## config.mk

```make
export PLATFORM = sky130hd
export DESIGN_NAME = seg_scan_driver_flat
export DESIGN_NICKNAME = d
export VERILOG_FILES = /design/src/rtl/seg_scan_if.sv /design/src/rtl/seg_scan_driver.sv /design/src/flat_wrapper.sv
export SDC_FILE = /design/constraint.sdc
export NUM_CORES = 1
export LEC_CHECK = 0
export ABC_AREA = 0
export BUFFER_PORTS_ARGS = -buffer_cell sky130_fd_sc_hd__buf_2
export CAP_MARGIN = 20
export CELL_PAD_IN_SITES_DETAIL_PLACEMENT = 0
export CELL_PAD_IN_SITES_GLOBAL_PLACEMENT = 1
export CORE_MARGIN = 2
export CORE_UTILIZATION = 54
export CTS_BUF_LIST = sky130_fd_sc_hd__clkbuf_4 sky130_fd_sc_hd__clkbuf_8
export CTS_CLUSTER_SIZE = 30
export DETAILED_ROUTE_END_ITERATION = 7
export PLACE_DENSITY_LB_ADDON = 0.1
export SLEW_MARGIN = 20
export SYNTH_ARGS = -nofsm -noshare
export SYNTH_HDL_FRONTEND = slang
export SYNTH_SLANG_ARGS = --single-unit
```

## constraint.sdc

```tcl
create_clock -name clk -period 3.3 [get_ports clk]
set_input_delay 0.165 -clock clk [delete_from_list [all_inputs] [get_ports clk]]
set_output_delay 0.165 -clock clk [all_outputs]
set_load 0.01 [all_outputs]
```

## src/rtl/seg_scan_if.sv

```systemverilog
// Bundle between the value source / display pins and the BCD scan driver.
// master: whoever supplies value/load/blank_lz. slave: the driver itself.
interface seg_scan_if #(
    parameter int NUM_DIGITS = 8,
    parameter int BIN_WIDTH  = 16
);
    logic [BIN_WIDTH-1:0]  value;
    logic                  load;
    logic                  blank_lz;
    logic [3:0]            digit;
    logic [NUM_DIGITS-1:0] anode;
    logic                  busy;
    logic                  conv_done;
    logic [1:0]            dbg_state;

    // Handshake: load is taken on a rising edge only while busy is low.
    // No ready/ack is returned; a load seen while busy is dropped.
    modport master (
        output value, load, blank_lz,
        input  digit, anode, busy, conv_done, dbg_state
    );

    modport slave (
        input  value, load, blank_lz,
        output digit, anode, busy, conv_done, dbg_state
    );
endinterface

```

## src/rtl/seg_scan_driver.sv

```systemverilog
// Binary-to-BCD double-dabble converter feeding a time-multiplexed,
// active-low-anode digit scanner with optional leading-zero blanking.
module seg_scan_driver #(
    parameter int NUM_DIGITS  = 8,
    parameter int BIN_WIDTH   = 16,
    parameter int REFRESH_DIV = 100000
) (
    input  logic      clk,
    input  logic      rst_n,
    seg_scan_if.slave bus
);

    localparam int BCD_W = 4 * NUM_DIGITS;
    localparam int CNT_W = $clog2(BIN_WIDTH + 1);
    localparam int DIV_W = $clog2(REFRESH_DIV);
    localparam int IDX_W = (NUM_DIGITS > 1) ? $clog2(NUM_DIGITS) : 1;

    typedef enum logic [1:0] {
        S_IDLE  = 2'd0,
        S_SHIFT = 2'd1,
        S_DONE  = 2'd2
    } state_t;

    state_t             r_state;
    state_t             w_state_nxt;
    logic [BIN_WIDTH-1:0] r_bin;
    logic [BIN_WIDTH-1:0] w_bin_nxt;
    logic [BCD_W-1:0]   r_bcd;
    logic [BCD_W-1:0]   w_bcd_nxt;
    logic [BCD_W-1:0]   w_bcd_adj;
    logic [CNT_W-1:0]   r_cnt;
    logic [CNT_W-1:0]   w_cnt_nxt;
    logic [BCD_W-1:0]   r_disp;
    logic [BCD_W-1:0]   w_disp_nxt;
    logic               r_done;
    logic               w_done_nxt;

    logic [DIV_W-1:0]      r_div;
    logic                  w_tick;
    logic [IDX_W-1:0]      r_idx;
    logic [BCD_W-1:0]      w_upper;
    logic                  w_blank;
    logic [3:0]            r_digit;
    logic [NUM_DIGITS-1:0] r_anode;

    // Double-dabble correction: any nibble >= 5 would overflow past 9 when doubled.
    always_comb begin
        w_bcd_adj = r_bcd;
        for (int i = 0; i < NUM_DIGITS; i++) begin
            if (r_bcd[4*i +: 4] >= 4'd5) begin
                w_bcd_adj[4*i +: 4] = r_bcd[4*i +: 4] + 4'd3;
            end
        end
    end

    always_ff @(posedge clk or negedge rst_n) begin
        if (!rst_n) begin
            r_state <= S_IDLE;
            r_bin   <= '0;
            r_bcd   <= '0;
            r_cnt   <= '0;
            r_disp  <= '0;
            r_done  <= 1'b0;
        end else begin
            r_state <= w_state_nxt;
            r_bin   <= w_bin_nxt;
            r_bcd   <= w_bcd_nxt;
            r_cnt   <= w_cnt_nxt;
            r_disp  <= w_disp_nxt;
            r_done  <= w_done_nxt;
        end
    end

    always_comb begin
        w_state_nxt = r_state;
        w_bin_nxt   = r_bin;
        w_bcd_nxt   = r_bcd;
        w_cnt_nxt   = r_cnt;
        w_disp_nxt  = r_disp;
        w_done_nxt  = 1'b0;
        case (r_state)
            S_IDLE: begin
                if (bus.load) begin
                    w_bin_nxt   = bus.value;
                    w_bcd_nxt   = '0;
                    w_cnt_nxt   = CNT_W'(BIN_WIDTH);
                    w_state_nxt = S_SHIFT;
                end
            end
            S_SHIFT: begin
                {w_bcd_nxt, w_bin_nxt} = {w_bcd_adj[BCD_W-2:0], r_bin, 1'b0};
                w_cnt_nxt = r_cnt - CNT_W'(1);
                if (r_cnt == CNT_W'(1)) begin
                    w_state_nxt = S_DONE;
                end
            end
            S_DONE: begin
                // Display register is only ever written here, so the scanner
                // never sees a half-converted accumulator.
                w_disp_nxt  = r_bcd;
                w_done_nxt  = 1'b1;
                w_state_nxt = S_IDLE;
            end
            default: begin
                w_state_nxt = S_IDLE;
            end
        endcase
    end

    assign w_tick = (r_div == DIV_W'(REFRESH_DIV - 1));

    always_ff @(posedge clk or negedge rst_n) begin
        if (!rst_n) begin
            r_div <= '0;
            r_idx <= '0;
        end else if (w_tick) begin
            r_div <= '0;
            r_idx <= (r_idx == IDX_W'(NUM_DIGITS - 1)) ? '0 : r_idx + IDX_W'(1);
        end else begin
            r_div <= r_div + DIV_W'(1);
        end
    end

    // Nibbles at and above the scanned position; all-zero means a leading zero.
    assign w_upper = r_disp >> {r_idx, 2'b00};
    assign w_blank = bus.blank_lz && (r_idx != '0) && (w_upper == '0);

    always_ff @(posedge clk or negedge rst_n) begin
        if (!rst_n) begin
            r_digit <= 4'h0;
            r_anode <= '1;
        end else if (w_blank) begin
            r_digit <= 4'hF;
            r_anode <= '1;
        end else begin
            r_digit <= w_upper[3:0];
            r_anode <= ~(NUM_DIGITS'(1) << r_idx);
        end
    end

    assign bus.digit     = r_digit;
    assign bus.anode     = r_anode;
    assign bus.busy      = (r_state != S_IDLE);
    assign bus.conv_done = r_done;
    assign bus.dbg_state = r_state;

endmodule

```

## src/flat_wrapper.sv

```systemverilog
// flat-port wrapper written by rule: the top's interface ports become plain ports
module seg_scan_driver_flat 
#(
    parameter int NUM_DIGITS  = 8,
    parameter int BIN_WIDTH   = 16,
    parameter int REFRESH_DIV = 100000
)
  (clk, rst_n, bus_value, bus_load, bus_blank_lz, bus_digit, bus_anode, bus_busy, bus_conv_done, bus_dbg_state);
  seg_scan_if #(.NUM_DIGITS(NUM_DIGITS), .BIN_WIDTH(BIN_WIDTH)) bus_i ();
  input  logic clk;
  input  logic rst_n;
  input wire logic [$bits(bus_i.value)-1:0] bus_value;
  input wire logic [$bits(bus_i.load)-1:0] bus_load;
  input wire logic [$bits(bus_i.blank_lz)-1:0] bus_blank_lz;
  output wire logic [$bits(bus_i.digit)-1:0] bus_digit;
  output wire logic [$bits(bus_i.anode)-1:0] bus_anode;
  output wire logic [$bits(bus_i.busy)-1:0] bus_busy;
  output wire logic [$bits(bus_i.conv_done)-1:0] bus_conv_done;
  output wire logic [$bits(bus_i.dbg_state)-1:0] bus_dbg_state;
  assign bus_i.value = bus_value;
  assign bus_i.load = bus_load;
  assign bus_i.blank_lz = bus_blank_lz;
  assign bus_digit = bus_i.digit;
  assign bus_anode = bus_i.anode;
  assign bus_busy = bus_i.busy;
  assign bus_conv_done = bus_i.conv_done;
  assign bus_dbg_state = bus_i.dbg_state;
  seg_scan_driver #(.NUM_DIGITS(NUM_DIGITS), .BIN_WIDTH(BIN_WIDTH), .REFRESH_DIV(REFRESH_DIV)) u_core (.clk(clk), .rst_n(rst_n), .bus(bus_i));
endmodule
```

==> results.md <==
- parity-gate share of the synthesized area counting xor and xnor cells: 4.59%
- Synth Area in Adders: 5.29%
- upper clock frequency limit: 372 MHz
- cell internal power dissipation: 0.00372 W
- element type at the critical path start: flop
- number of placed I/O pins: 36
- first element of the critical path: u_core.r_idx[0]
- complex-gate fraction of the synthesized area: 13.1%
- number of nets produced by synthesis: 616
- hold violation count in the final report: 0
- largest cells by area after synthesis: sky130_fd_sc_hd__dfrtp_1, sky130_fd_sc_hd__ha_1, sky130_fd_sc_hd__nand2_1, sky130_fd_sc_hd__o21ai_0, sky130_fd_sc_hd__dfstp_2
- Global Route Usage Sum: 22.9%
- site row count: 38
- share of power burned in the clock network: 25.5%
- power per cell area: 857 nW/um2
- Finished Layout Cells: 778
- fraction of final layout cells with drive strength greater than 1: 18.0%
- Tightest Pin Transition: 1.01 ns
- number of maximum-capacitance constraint violations: 0
- vertical die dimension: 109 um
- count of yosys warnings during synthesis: 0
- cell area after technology mapping: 5920 um2
- total gr overflow: 0
- pin count of the biggest net entering global routing: 66
- effective utilization at floorplan: 55.1%
- total leakage power: 3.13 nW
- endpoint kind of the worst setup timing path: flop
- Min Clock Period, post-route: 2.68 ns
- maximum count of clock buffers along a single path: 2
- Routed wire per std cell: 15.4 um
- cell accounting for the most synthesized area: sky130_fd_sc_hd__dfrtp_1
- number of remaining DRC errors: 0
- combinational family with the most area after synthesis: simple AND/OR/NAND/NOR gates
- clock latency of the later-clocked register in the worst-skew pair: 0.45 ns
- detailed-route via count: 4,404
- total number of H-tree levels: 4
- CTS root buf: sky130_fd_sc_hd__clkbuf_8
- final-layout setup total negative slack: 0 ns
- switch share: 36.7%
- relative area change from synthesis to final layout: 16.0%
- Crit Path Class: reg2reg
- run status: finished clean
- Worst slew margin: 32.2%
- first-pass GRT wire length: 20.9 mm
- placed cell count: 728
- mux contribution to synthesized area: 6.70%
- antenna violations before repair: 0
- setup slack of the worst register-to-register path: 0.62 ns
- HPWL after DPL: 8.04 mm
- library cells used by synthesis: 47
- placeable core area: 10,700 um2
- number of synthesized register bits: 120
- die area: 11,800 um2
- initial DRC count: 236
- worst min-delay path class: in2reg
- sequential cell fraction of total power: 39.1%
- final cycle utilization of the critical path: 81.4%
- critical path peak fanout: 24
- post-synthesis simple-gate area fraction: 16.0%
- fraction of power consumed by combinational cells: 35.4%
- hold wc startpoint: bus_blank_lz
- total wire length after detailed routing: 12.0 mm
- worst vdd ir: 0.741 mV
- area share of the largest cell type after synthesis: 47.4%
- average vias per placed instance: 5.66
- final number of max-transition violations: 0
- number of global-route vias before repair: 4,289
- sequential fraction of the synthesis area: 50.9%
- clock buffers created by TritonCTS: 17
- Nets: 670
- die span in x: 109 um
- global placement routability congestion: 0.900
- cells after synthesis: 571
- Final setup viols: 0
- setup clock skew after layout: 0.00933 ns
- setup repair after global routing missed its margin: false
- sw power: 0.00216 W
- filler cell count: 899
- Arrival @ worst endpoint: 3.04 ns
- post-route ant nets: 0
- first-pass iteration count of the detailed router: 4
- synthesized area per cell: 10.4 um2
- clock slew seen by the registers of the worst setup and hold paths: 0.07 ns
- number of inserted diodes: 0
- total number of clock tree sinks: 120
- total power of the final layout: 0.00588 W
- startpoint of the worst-slack reg-to-reg timing path: u_core.r_idx[0]
- required arrival time at the worst endpoint: 3.65 ns
- CTS tree: built
- # port buffers: 35
==> layer usage <==
layer | share of wire, % | GRT usage (%)
met4 | 1.0 | 6.87
met5 | 0 | 0
met1 | 49 | 31.9
met3 | 4.2 | 6.81
met2 | 46 | 35.0
==> per-stage QoR <==
step                utilization [%]  instance area (um2)  worst slack, ns  hold WS [ns]
floorplan                         -                 5920             1.30        -0.131
global placement               57.9                 6230            0.705         0.315
global route                   63.8                 6860            0.426         0.307
finish                         63.8                 6860            0.615         0.302
detailed placement             57.9                 6230            0.647         0.325
CTS                            63.8                 6860            0.630         0.268
==> state kept, by name, indices dropped and copies added, names as in the netlist <==
signal,flops
u_core.bus.anode,8
u_core.bus.conv_done,1
u_core.bus.dbg_state,2
u_core.bus.digit,4
u_core.r_bcd,32
u_core.r_bin,16
u_core.r_cnt,5
u_core.r_disp,32
u_core.r_div,17
u_core.r_idx,3
==> power by group through the flow <==
stage	clock network, W	registers, W	logic [W]
finish	0.00150	0.00230	0.00208
detailed placement	0	0.00232	0.00206
CTS	0.00154	0.00229	0.00209
global placement	0	0.00231	0.00201
global route	0.00160	0.00236	0.00240
floorplan	0	0.00221	0.00165
==> cell families after synthesis <==
| kind of cell | after synthesis |
|---|---|
| adders and majority gates | 25 |
| muxes | 26 |
| xor gates and xnor gates | 31 |
| AOI/OAI and AO/OA | 120 |
| buffers and inverters | 50 |
| DFF | 120 |
| and+or+nand+nor | 199 |
==> area by class of cell <==
cell class	instances	area (um2)	area share, %
clock inverters	13	193	2.81
clock buffers	19	262	3.81
multi-input cells	401	2710	39.6
flip-flops and latches	120	3010	43.9
inverters	25	93.8	1.37
repair buffers	60	410	5.98
well taps	140	175	2.55
==> critical path, stage by stage (launching register included) <==
cell and delay [ns]:
sky130_fd_sc_hd__dfrtp_1 0.91, sky130_fd_sc_hd__mux4_1 0.73, sky130_fd_sc_hd__nor3_4 0.20, sky130_fd_sc_hd__a22o_1 0.18
sky130_fd_sc_hd__o2111a_2 0.26, sky130_fd_sc_hd__nand2_2 0.12, sky130_fd_sc_hd__a22oi_1 0.18
==> placed cells by master (no fill, tap or decap), types with 2 or more instances in the layout <==
master / count
sky130_fd_sc_hd__clkinv_4: 3
sky130_fd_sc_hd__nor3b_1: 2
sky130_fd_sc_hd__a21oi_1: 18
sky130_fd_sc_hd__nand2_2: 2
sky130_fd_sc_hd__inv_1: 24
sky130_fd_sc_hd__mux4_2: 8
sky130_fd_sc_hd__nor4_1: 11
sky130_fd_sc_hd__buf_2: 34
sky130_fd_sc_hd__a22oi_1: 18
sky130_fd_sc_hd__inv_6: 3
sky130_fd_sc_hd__dfrtp_1: 112
sky130_fd_sc_hd__dfstp_2: 8
sky130_fd_sc_hd__a31oi_1: 2
sky130_fd_sc_hd__nand2b_2: 2
sky130_fd_sc_hd__nor3_1: 9
sky130_fd_sc_hd__nand4_1: 3
sky130_fd_sc_hd__nor4b_1: 2
sky130_fd_sc_hd__clkbuf_8: 19
sky130_fd_sc_hd__a32o_1: 8
sky130_fd_sc_hd__o31ai_1: 11
sky130_fd_sc_hd__or3_1: 2
sky130_fd_sc_hd__xor2_1: 14
sky130_fd_sc_hd__clkinvlp_4: 2
sky130_fd_sc_hd__buf_4: 8
sky130_fd_sc_hd__o32ai_1: 7
sky130_fd_sc_hd__xnor2_1: 17
sky130_fd_sc_hd__nor2b_1: 2
sky130_fd_sc_hd__a211oi_1: 2
sky130_fd_sc_hd__nand3_1: 29
sky130_fd_sc_hd__dlygate4sd3_1: 18
sky130_fd_sc_hd__nand2b_1: 10
sky130_fd_sc_hd__mux2_2: 16
sky130_fd_sc_hd__nor2_1: 37
sky130_fd_sc_hd__ha_1: 25
sky130_fd_sc_hd__bufinv_16: 4
sky130_fd_sc_hd__o21ai_0: 48
sky130_fd_sc_hd__nand2_1: 79
sky130_fd_sc_hd__and2_1: 3
==> cells in the mapped netlist, drive strengths merged <==
| cell | number |
|---|---|
| a22oi | 19 |
| a21oi | 18 |
| a32o | 8 |
| or4 | 1 |
| ha | 25 |
| mux2i | 1 |
| nor4b | 2 |
| buf | 5 |
| nor2 | 37 |
| o32ai | 7 |
| inv | 24 |
| o31a | 1 |
| dfstp | 8 |
| o21ai | 48 |
| a31oi | 2 |
| a211oi | 2 |
| xor2 | 14 |
| a221oi | 1 |
| nand2b | 12 |
| nor2b | 3 |
| nor3b | 2 |
| and3 | 1 |
| dfrtp | 112 |
| xnor2 | 17 |
| nand2 | 81 |
| a22o | 1 |
| nand4 | 3 |
| nor3 | 10 |
| nand3 | 29 |
| o2111a | 1 |
| and2 | 3 |
| or3 | 2 |
| clkbuf | 20 |
| nor4bb | 2 |
| o2111ai | 1 |
| mux4 | 9 |
| nor4 | 11 |
| clkinv | 1 |
| o31ai | 11 |
| mux2 | 16 |
==> final timing paths <==
path	to	cells after the start
setup / recovery	u_core.bus.digit[2]	6
hold / removal	u_core.bus.digit[0]	5
setup reg to reg	u_core.bus.digit[2]	6
hold reg to reg	u_core.r_div[0]	1
max in group asynchronous	u_core.bus.anode[0]	3
min in group asynchronous	u_core.r_div[16]	2
==> timing repair <==
item                                   4_1_cts  5_1_grt
endpoints found under the hold margin       80        0
gates resized for setup                      0        0
setup buffers                                0        0
hold buffers                                18        0
Note: power is estimated with default switching activity, not from simulation.
